File: src/rtl/instr_fetch_queue.sv
// Instruction-fetch queue: owns the fetch PC, issues single-outstanding
// req/ack reads to instruction memory and buffers returned words for decode.
// The head entry is presented to decode with opcode and imm16 split out.
// Redirects flush the queue and squash any read already in flight.
// Build option: define IFQ_BYPASS_EN to forward an unsquashed ack straight to
// the decode outputs in the same cycle when the queue is empty.
module instr_fetch_queue #(
   parameter int          DEPTH    = 4,
   parameter logic [31:0] PC_RESET = 32'h0000_0000
) (
   input  logic                     clk_i,
   input  logic                     rst_i,
   output logic                     imem_req_o,
   output logic [31:0]              imem_addr_o,
   input  logic                     imem_ack_i,
   input  logic [31:0]              imem_data_i,
   input  logic                     redirect_i,
   input  logic [31:0]              redirect_pc_i,
   output logic                     dec_valid_o,
   input  logic                     dec_ready_i,
   output logic [31:0]              dec_instr_o,
   output logic [31:0]              dec_pc_o,
   output logic [5:0]               dec_opcode_o,
   output logic [15:0]              dec_imm16_o,
   output logic [$clog2(DEPTH):0]   level_o
);

   localparam int AW = $clog2(DEPTH);
   localparam int LW = AW + 1;
   localparam logic [LW-1:0] DEPTH_L = LW'(DEPTH);

   typedef struct packed {
      logic [31:0] pc;
      logic [31:0] instr;
   } entry_t;

   entry_t          mem_q [DEPTH];
   logic [AW-1:0]   rd_ptr_q, rd_ptr_d;
   logic [AW-1:0]   wr_ptr_q, wr_ptr_d;
   logic [LW-1:0]   level_q, level_d;
   logic            req_q, req_d;
   logic [31:0]     addr_q, addr_d;
   logic            squash_q, squash_d;
   logic [31:0]     redir_pc_q, redir_pc_d;

   logic            ack_vld;
   logic            q_empty;
   logic            q_pop;
   logic            push;
   logic            byp_hit;
   logic            space;
   logic [31:0]     redir_pc_aligned;
   entry_t          head;

   assign ack_vld          = req_q & imem_ack_i;
   assign q_empty          = (level_q == '0);
   assign q_pop            = ~q_empty & dec_ready_i;
   assign redir_pc_aligned = redirect_pc_i & 32'hFFFF_FFFC;
   assign head             = mem_q[rd_ptr_q];

`ifdef IFQ_BYPASS_EN
   assign byp_hit = q_empty & ack_vld & ~squash_q & ~redirect_i;
`else
   assign byp_hit = 1'b0;
`endif

   // A word is written unless it is squashed, flushed by a redirect, or
   // consumed directly by decode through the bypass.
   assign push  = ack_vld & ~squash_q & ~redirect_i & ~(byp_hit & dec_ready_i);
   assign space = (level_d < DEPTH_L);

   // Decode-facing view of the head entry (or the bypassed ack word).
   always_comb begin
      // NOTE: every signal gets a default first so no path leaves it unassigned (no latch).
      dec_valid_o = ~q_empty;
      dec_instr_o = q_empty ? 32'h0 : head.instr;
      dec_pc_o    = q_empty ? 32'h0 : head.pc;
`ifdef IFQ_BYPASS_EN
      if (byp_hit) begin
         dec_valid_o = 1'b1;
         dec_instr_o = imem_data_i;
         dec_pc_o    = addr_q;
      end
`endif
   end

   assign dec_opcode_o = dec_instr_o[31:26];
   assign dec_imm16_o  = dec_instr_o[15:0];
   assign imem_req_o   = req_q;
   assign imem_addr_o  = addr_q;
   assign level_o      = level_q;

   // Queue occupancy and pointers: a redirect empties the queue outright.
   always_comb begin
      if (redirect_i) begin
         level_d  = '0;
         rd_ptr_d = '0;
         wr_ptr_d = '0;
      end else begin
         level_d  = level_q + LW'(push) - LW'(q_pop);
         rd_ptr_d = rd_ptr_q + AW'(q_pop);
         wr_ptr_d = wr_ptr_q + AW'(push);
      end
   end

   // Fetch request, address and squash bookkeeping.
   always_comb begin
      req_d      = req_q;
      addr_d     = addr_q;
      squash_d   = squash_q;
      redir_pc_d = redir_pc_q;
      if (redirect_i) begin
         redir_pc_d = redir_pc_aligned;
         if (!req_q) begin
            // Idle: just retarget; the request rises on a later quiet edge.
            addr_d = redir_pc_aligned;
         end else if (!imem_ack_i) begin
            // Read in flight: keep it stable for memory, drop its data later.
            squash_d = 1'b1;
         end else begin
            // Read completes now: its data is dropped, fetch continues at target.
            addr_d   = redir_pc_aligned;
            squash_d = 1'b0;
            req_d    = 1'b1;
         end
      end else if (!req_q) begin
         req_d = space;
      end else if (imem_ack_i) begin
         addr_d   = squash_q ? redir_pc_q : addr_q + 32'd4;
         squash_d = 1'b0;
         req_d    = space;
      end
   end

   // Control and pointer registers.
   always_ff @(posedge clk_i or posedge rst_i) begin
      if (rst_i) begin
         req_q      <= 1'b0;
         addr_q     <= PC_RESET;
         squash_q   <= 1'b0;
         redir_pc_q <= PC_RESET;
         level_q    <= '0;
         rd_ptr_q   <= '0;
         wr_ptr_q   <= '0;
      end else begin
         // NOTE: non-blocking assignments so every register samples pre-edge values.
         req_q      <= req_d;
         addr_q     <= addr_d;
         squash_q   <= squash_d;
         redir_pc_q <= redir_pc_d;
         level_q    <= level_d;
         rd_ptr_q   <= rd_ptr_d;
         wr_ptr_q   <= wr_ptr_d;
      end
   end

   // Queue storage write port.
   // NOTE: storage is not reset; level_q alone decides which entries are meaningful.
   always_ff @(posedge clk_i) begin
      if (push) begin
         mem_q[wr_ptr_q] <= '{pc: addr_q, instr: imem_data_i};
      end
   end

endmodule

File: config.mk
export PLATFORM = sky130hd
export DESIGN_NAME = instr_fetch_queue
export DESIGN_NICKNAME = d
export VERILOG_FILES = /design/src/rtl/instr_fetch_queue.sv
export SDC_FILE = /design/constraint.sdc
export NUM_CORES = 1
export LEC_CHECK = 0
export BUFFER_PORTS_ARGS = -buffer_cell sky130_fd_sc_hd__buf_4
export CORE_MARGIN = 3
export CORE_UTILIZATION = 55
export CTS_CLUSTER_DIAMETER = 80
export DETAILED_ROUTE_END_ITERATION = 8
export GPL_ROUTABILITY_DRIVEN = 0
export PLACE_DENSITY = 0.77
export SLEW_MARGIN = 40
export SYNTH_ARGS = -nofsm -noshare
export SYNTH_HDL_FRONTEND = slang
export SYNTH_SLANG_ARGS = --single-unit
File: constraint.sdc
create_clock -name clk_i -period 7.7 [get_ports clk_i]
set_clock_uncertainty 0.15 [all_clocks]
set_input_delay 0.385 -clock clk_i [delete_from_list [all_inputs] [get_ports clk_i]]
set_output_delay 0.385 -clock clk_i [all_outputs]
set_load 0.02 [all_outputs]
# After elaboration in Yosys (flattened, before gate mapping)
# Memory sizes are Yosys's and may differ from the RTL's.
# Index checks and enable logic that the tools add are counted.
# totals
regBits	71
ram_bits	256
inputBits	69
out_inout_bits	123
elab_cells	49
memories	1
# op_classes
addsub	5
order_cmp	1
eq_ne	1
mux	22
n_bitwise	7
reduce_logical	5
# memory_table
name	depth	width	rd	rd_clocked_by_memory_dff	write_ports	line_no	rtl
mem_q	4	64	1	0	1	37	entry_t mem_q [DEPTH];
# op_table
cell	n
2-to-1 mux 32 bit	8
adder 32 x 3 -> 32 bit (second input constant)	1
2-to-1 mux 1 bit	11
adder 2 x 1 -> 2 bit	2
bitwise AND 1 bit	4
2-to-1 mux 2 bit	2
AND reduction 2 bit	2
nonzero test 2 bit	2
adder 3 x 1 -> 3 bit	1
logical NOT 3 bit	1
< comparator 3 bit (second input constant)	1
2-to-1 mux 3 bit	1
NOT 1 bit	3
subtractor 3 x 1 -> 3 bit	1
inequality test 2 bit (second input constant)	1

# Depth between registers and ports, before layout
# logic_depth
word_depth	10
depth_mapped	12
mapped_depth_nobuf	12

# Least setup slack after synthesis
# Ideal clock, no wire load.
# synth_path
kind	reg2reg
start	reg req_q (netlist: imem_req_o)
end	mem mem_q[1][0] (netlist name), enable pin
setup_time_ps	571
arrival_time_ps	5737
required_ps	6979
path_slack_ps	1242
path_stages_with_launch	5
path_buffers	0
synth_period_minus_slack_ps	6458
cell_sequence	dfrtp_1 mux2i_1 nor2_1 nand2_1 nor3b_1
# synth_via
elab_chain_cells	5
# synth_rtl
item	line_no	rtl
start, declared	41	logic req_q, req_d;
start signal, assigned	147	req_q <= req_d;
bitwise AND 1 bit	55	assign ack_vld = req_q & imem_ack_i;
bitwise AND 1 bit (2 in a row)	69	assign push = ack_vld & ~squash_q & ~redirect_i & ~(byp_hit & dec_ready_i);
2-to-1 mux 1 bit	160	if (push) begin
2-to-1 mux 1 bit (not written as such)	161	mem_q[wr_ptr_q] <= '{pc: addr_q, instr: imem_data_i};
end, declared	37	
# No other way between the ends.

# Worst setup path in the final report
# layout_path
start	reg req_q (netlist: imem_req_o)
end	reg req_q (netlist: imem_req_o)
# layout_via
elab_chain_cells	10
word_cells_on_any_way	11
classes_between	add/sub: 2; order compare: 1; mux: 5; bitwise: 3
# layout_rtl
item	line_no	rtl
bitwise AND 1 bit *	55	
bitwise AND 1 bit * (2 in a row)	69	
adder 3 x 1 -> 3 bit *	100	level_d = level_q + LW'(push) - LW'(q_pop);
subtractor 3 x 1 -> 3 bit *	100	
2-to-1 mux 3 bit *	95	if (redirect_i) begin
net level_d[2]	40	logic [LW-1:0] level_q, level_d;
< comparator 3 bit *	70	assign space = (level_d < DEPTH_L);
2-to-1 mux 1 bit	128	end else if (imem_ack_i) begin
2-to-1 mux 1 bit *	126	end else if (!req_q) begin
2-to-1 mux 1 bit *	112	if (redirect_i) begin
# Mark *: on every way through the listed nets, which the timed path passes. The rest lies on a longest branch.
# A chain may end at the register's enable or synchronous reset.

==> flow_metrics.py <==
metrics = {
    "outcome": {
        "run_status": "finished, final reports clean",
    },
    "drt": {
        "dr.pass1.iters": 6,
        "drcViolationCount": 0,
        "vias": 8000,
        "drtIter0Drc": 542,
        "finalWirelength_um": 28150,
        "drt-vias-per-instance": 5.694,
        "wl_per_cell_um": 20.03,
        "ant_nets": 0,
    },
    "global_route": {
        "grt_pass1_vias": 8180,
        "grtUsageTotal": 0.2156,
        "grt_pass1_wl_um": 44650,
        "overflow": 0,
        "antenna_found_initial": 0,
        "grt_max_degree": 94,
    },
    "critical_path": {
        "path_class": "flop to flop",
        "start_kind": "flop",
        "crit_chain": "mux2i_4 -> buf_4 -> nor2_1 -> nand2_1 -> ha_1 -> inv_1 -> ha_1 -> fa_1 -> xnor2_1 -> xnor2_1 -> nor2_1 -> nor2_1 -> a2bb2oi_1",
        "crit_buf_inv": 2,
        "cp_slowest_cell": "dfrtp_1",
        "critical-path-top-delay-family": "simple AND/OR/NAND/NOR gates",
        "critPathMaxFanout": 40,
        "critPathMostFrequentCell": "nor2_1",
        "cp.arrival_ns": 4.09,
        "critical_path.max_stage_delay_ns": 0.47,
        "critical_path.endpoint_type": "flop",
        "cp.required_ns": 7.98,
    },
    "timing": {
        "setup_viol": 0,
        "slew_headroom": 0.4556,
        "setup_tns_ns": 0,
        "fin_crit_sh": 0.4950,
        "tightest_slew_ns": 0.8166,
        "min_period_ns": 3.812,
        "hold_violations": 0,
        "maxSlewViolCount": 0,
        "rsz0062_at_grt": "no",
        "fmax_ghz": 0.2624,
    },
    "power_and_ir_drop": {
        "leakage_nw": 6.035,
        "ir_drop_mv": 0.2387,
        "p_total_mw": 5.775,
        "power_frac_comb": 0.334,
        "seqPwrFrac": 0.415,
        "internal-power_mw": 3.816,
        "switchingPower_mw": 1.959,
        "p_sw_frac": 0.3393,
        "power_frac_clock": 0.251,
        "p_per_area_nw_per_um2": 348.6,
    },
    "final_layout": {
        "antenna-diode-count": 0,
        "synthToLayoutAreaGrowth_pct": 24.22,
        "fin_area_um2": 16570,
        "fin_nets": 1141,
        "final_util": 0.6996,
        "drive_gt1_frac": 0.3158,
    },
    "placed_design": {
        "dpl.hpwl_um": 16510,
        "place_area_um2": 14930,
        "portBuffers": 185,
    },
    "yosys": {
        "syn_area_per_cell_um2": 15.88,
        "synthArstFlopShare": 0.2177,
        "synth_ff_type": "edfxtp_1",
        "ys_warn_count": 0,
        "netlist_instances": 840,
        "yosysSeqAreaShare": 0.6878,
        "synth-seq-cells": 317,
        "ys_types": 58,
        "synth_edf_count": 248,
        "netlist_area_um2": 13340,
    },
    "cts": {
        "clock_sinks": 317,
        "cts_tree": "built",
        "clk_pin_slew_ns": 0.06,
        "cts-root-buf": "clkbuf_16",
        "clk_latency_ns": 0.55,
        "cts_buffers": 31,
        "clk_path_buf_depth": 3,
        "htree_levels": 1,
    },
    "floorplanning": {
        "rows": 56,
        "initial_core_util": 0.5632,
        "fp.coreArea_um2": 23680,
        "ios": 192,
        "die_w_um": 161.7,
        "die_h_um": 161.7,
        "dieArea_um2": 26160,
    },
    "worst_hold_path": {
        "min_path_type": "input pin to flop",
    },
    "run": {
        "cap_viol_max_count": 0,
    },
}
==> cell usage in the layout, fill, tap and decap left out, types with 13 or more instances in the layout <==
master | netlist | layout
mux2_2 | 18 | 18
nor2_1 | 45 | 44
inv_1 | 27 | 26
edfxtp_1 | 248 | 248
buf_4 | 26 | 191
a21oi_1 | 23 | 23
dlygate4sd3_1 | 0 | 64
nand2_1 | 38 | 38
nand3_1 | 13 | 13
nor2b_1 | 70 | 70
dfrtp_1 | 69 | 67
clkbuf_16 | 0 | 31
o21ai_0 | 41 | 41
mux4_2 | 62 | 62
==> path summary, 6_finish.rpt <==
path / cells after the start / end / start / slack [ns]
setup / recovery: 13 / imem_req_o$_DFFE_PP0N_ / imem_req_o$_DFFE_PP0N_ / 3.89
hold / removal: 4 / rd_ptr_q[0]$_DFF_PP0_ / dec_ready_i / 0.26
setup reg to reg: 13 / imem_req_o$_DFFE_PP0N_ / imem_req_o$_DFFE_PP0N_ / 3.89
hold reg to reg: 1 / redir_pc_q[30]$_DFFE_PP0P_ / redir_pc_q[30]$_DFFE_PP0P_ / 0.36
max in group asynchronous: 4 / rd_ptr_q[1]$_DFF_PP0_ / rst_i / 6.47
min in group asynchronous: 4 / imem_addr_o[9]$_DFFE_PP0P_ / rst_i / 0.39
==> cell families (layout without fill, tap and decap cells) <==
group           Yosys count  in the layout  share of synthesized area
flops                   317            317                     0.6878
other cells               1              4                  0.0002812
fa+ha+maj                 6              6                   0.006191
simple gates            202            202                    0.08021
buf+inv                  98            341                    0.03612
compound gates          119            119                    0.05807
xor+xnor                 14             14                   0.009193
mux                      83             83                     0.1221
==> stage by stage <==
step           instances  hold WS [ns]  setup WS (ns)
3_5_place_dp        1288        0.3430          3.849
4_1_cts             1405        0.2539          3.864
2_1_floorplan        843        0.3200          1.242
3_3_place_gp        1286        0.3399          3.863
6_report            1405        0.2639          3.888
5_1_grt             1405        0.3180          3.654
==> registers in the layout (all words and copies together) (netlist names) <==
| register | flops |
|---|---|
| mem_q | 248 |
| imem_addr_o | 30 |
| redir_pc_q | 30 |
| level_o | 3 |
| rd_ptr_q | 2 |
| wr_ptr_q | 2 |
| imem_req_o | 1 |
| squash_q | 1 |
==> synth_stat cells, types with 8 or more instances <==
master	n	area, um^2
edfxtp_1	248	7447
nor2b_1	70	437.9
dfrtp_1	69	1727
mux4_2	62	1396
nor2_1	45	168.9
o21ai_0	41	205.2
nand2_1	38	142.6
clkbuf_1	31	116.4
inv_1	27	101.4
buf_4	26	195.2
a21oi_1	23	115.1
mux2_2	18	202.7
nand3_1	13	65.06
xnor2_1	11	96.34
nor3_1	8	40.04
==> what timing repair did <==
| item | 4_1_cts | 5_1_grt |
|---|---|---|
| resized for setup | 0 | 0 |
| hold buffers | 64 | 0 |
| endpoints found under the hold margin | 232 | 0 |
| setup buffers | 0 | 0 |
==> worst reg2reg max path: stages, from the launching register on <==
cell,delay [ns]
dfrtp_1,0.47
mux2i_4,0.22
buf_4,0.27
nor2_1,0.48
nand2_1,0.33
ha_1,0.37
inv_1,0.04
ha_1,0.19
fa_1,0.38
xnor2_1,0.20
xnor2_1,0.09
nor2_1,0.27
nor2_1,0.07
a2bb2oi_1,0.15
==> power groups by stage <==
stage                     sequential (mW)  combinational [mW]  clock, mW
after floorplan                      2.40                1.21          0
after global placement               2.43                1.87          0
after detailed placement             2.43                1.91          0
after CTS                            2.40                1.94       1.48
after global routing                 2.44                2.08       1.55
final                                2.40                1.93       1.45
==> cell type report <==
class | instances | area (um^2)
Sequential cell | 317 | 9181
Fill cell | 1560 | 7114
Multi-Input combinational cell | 428 | 3752
Timing Repair Buffer | 261 | 2160
Clock buffer | 33 | 783.3
Tap cell | 319 | 399.1
Clock inverter | 20 | 191.4
Inverter | 27 | 101.3
==> metal layers <==
| layer | share of wire | GRT usage |
|---|---|---|
| met1 | 0.42 | 0.3021 |
| met2 | 0.49 | 0.3619 |
| met3 | 0.071 | 0.04259 |
| met4 | 0.015 | 0.04226 |
| met5 | 0 | 0 |
Power figures use the tool's default switching activity.
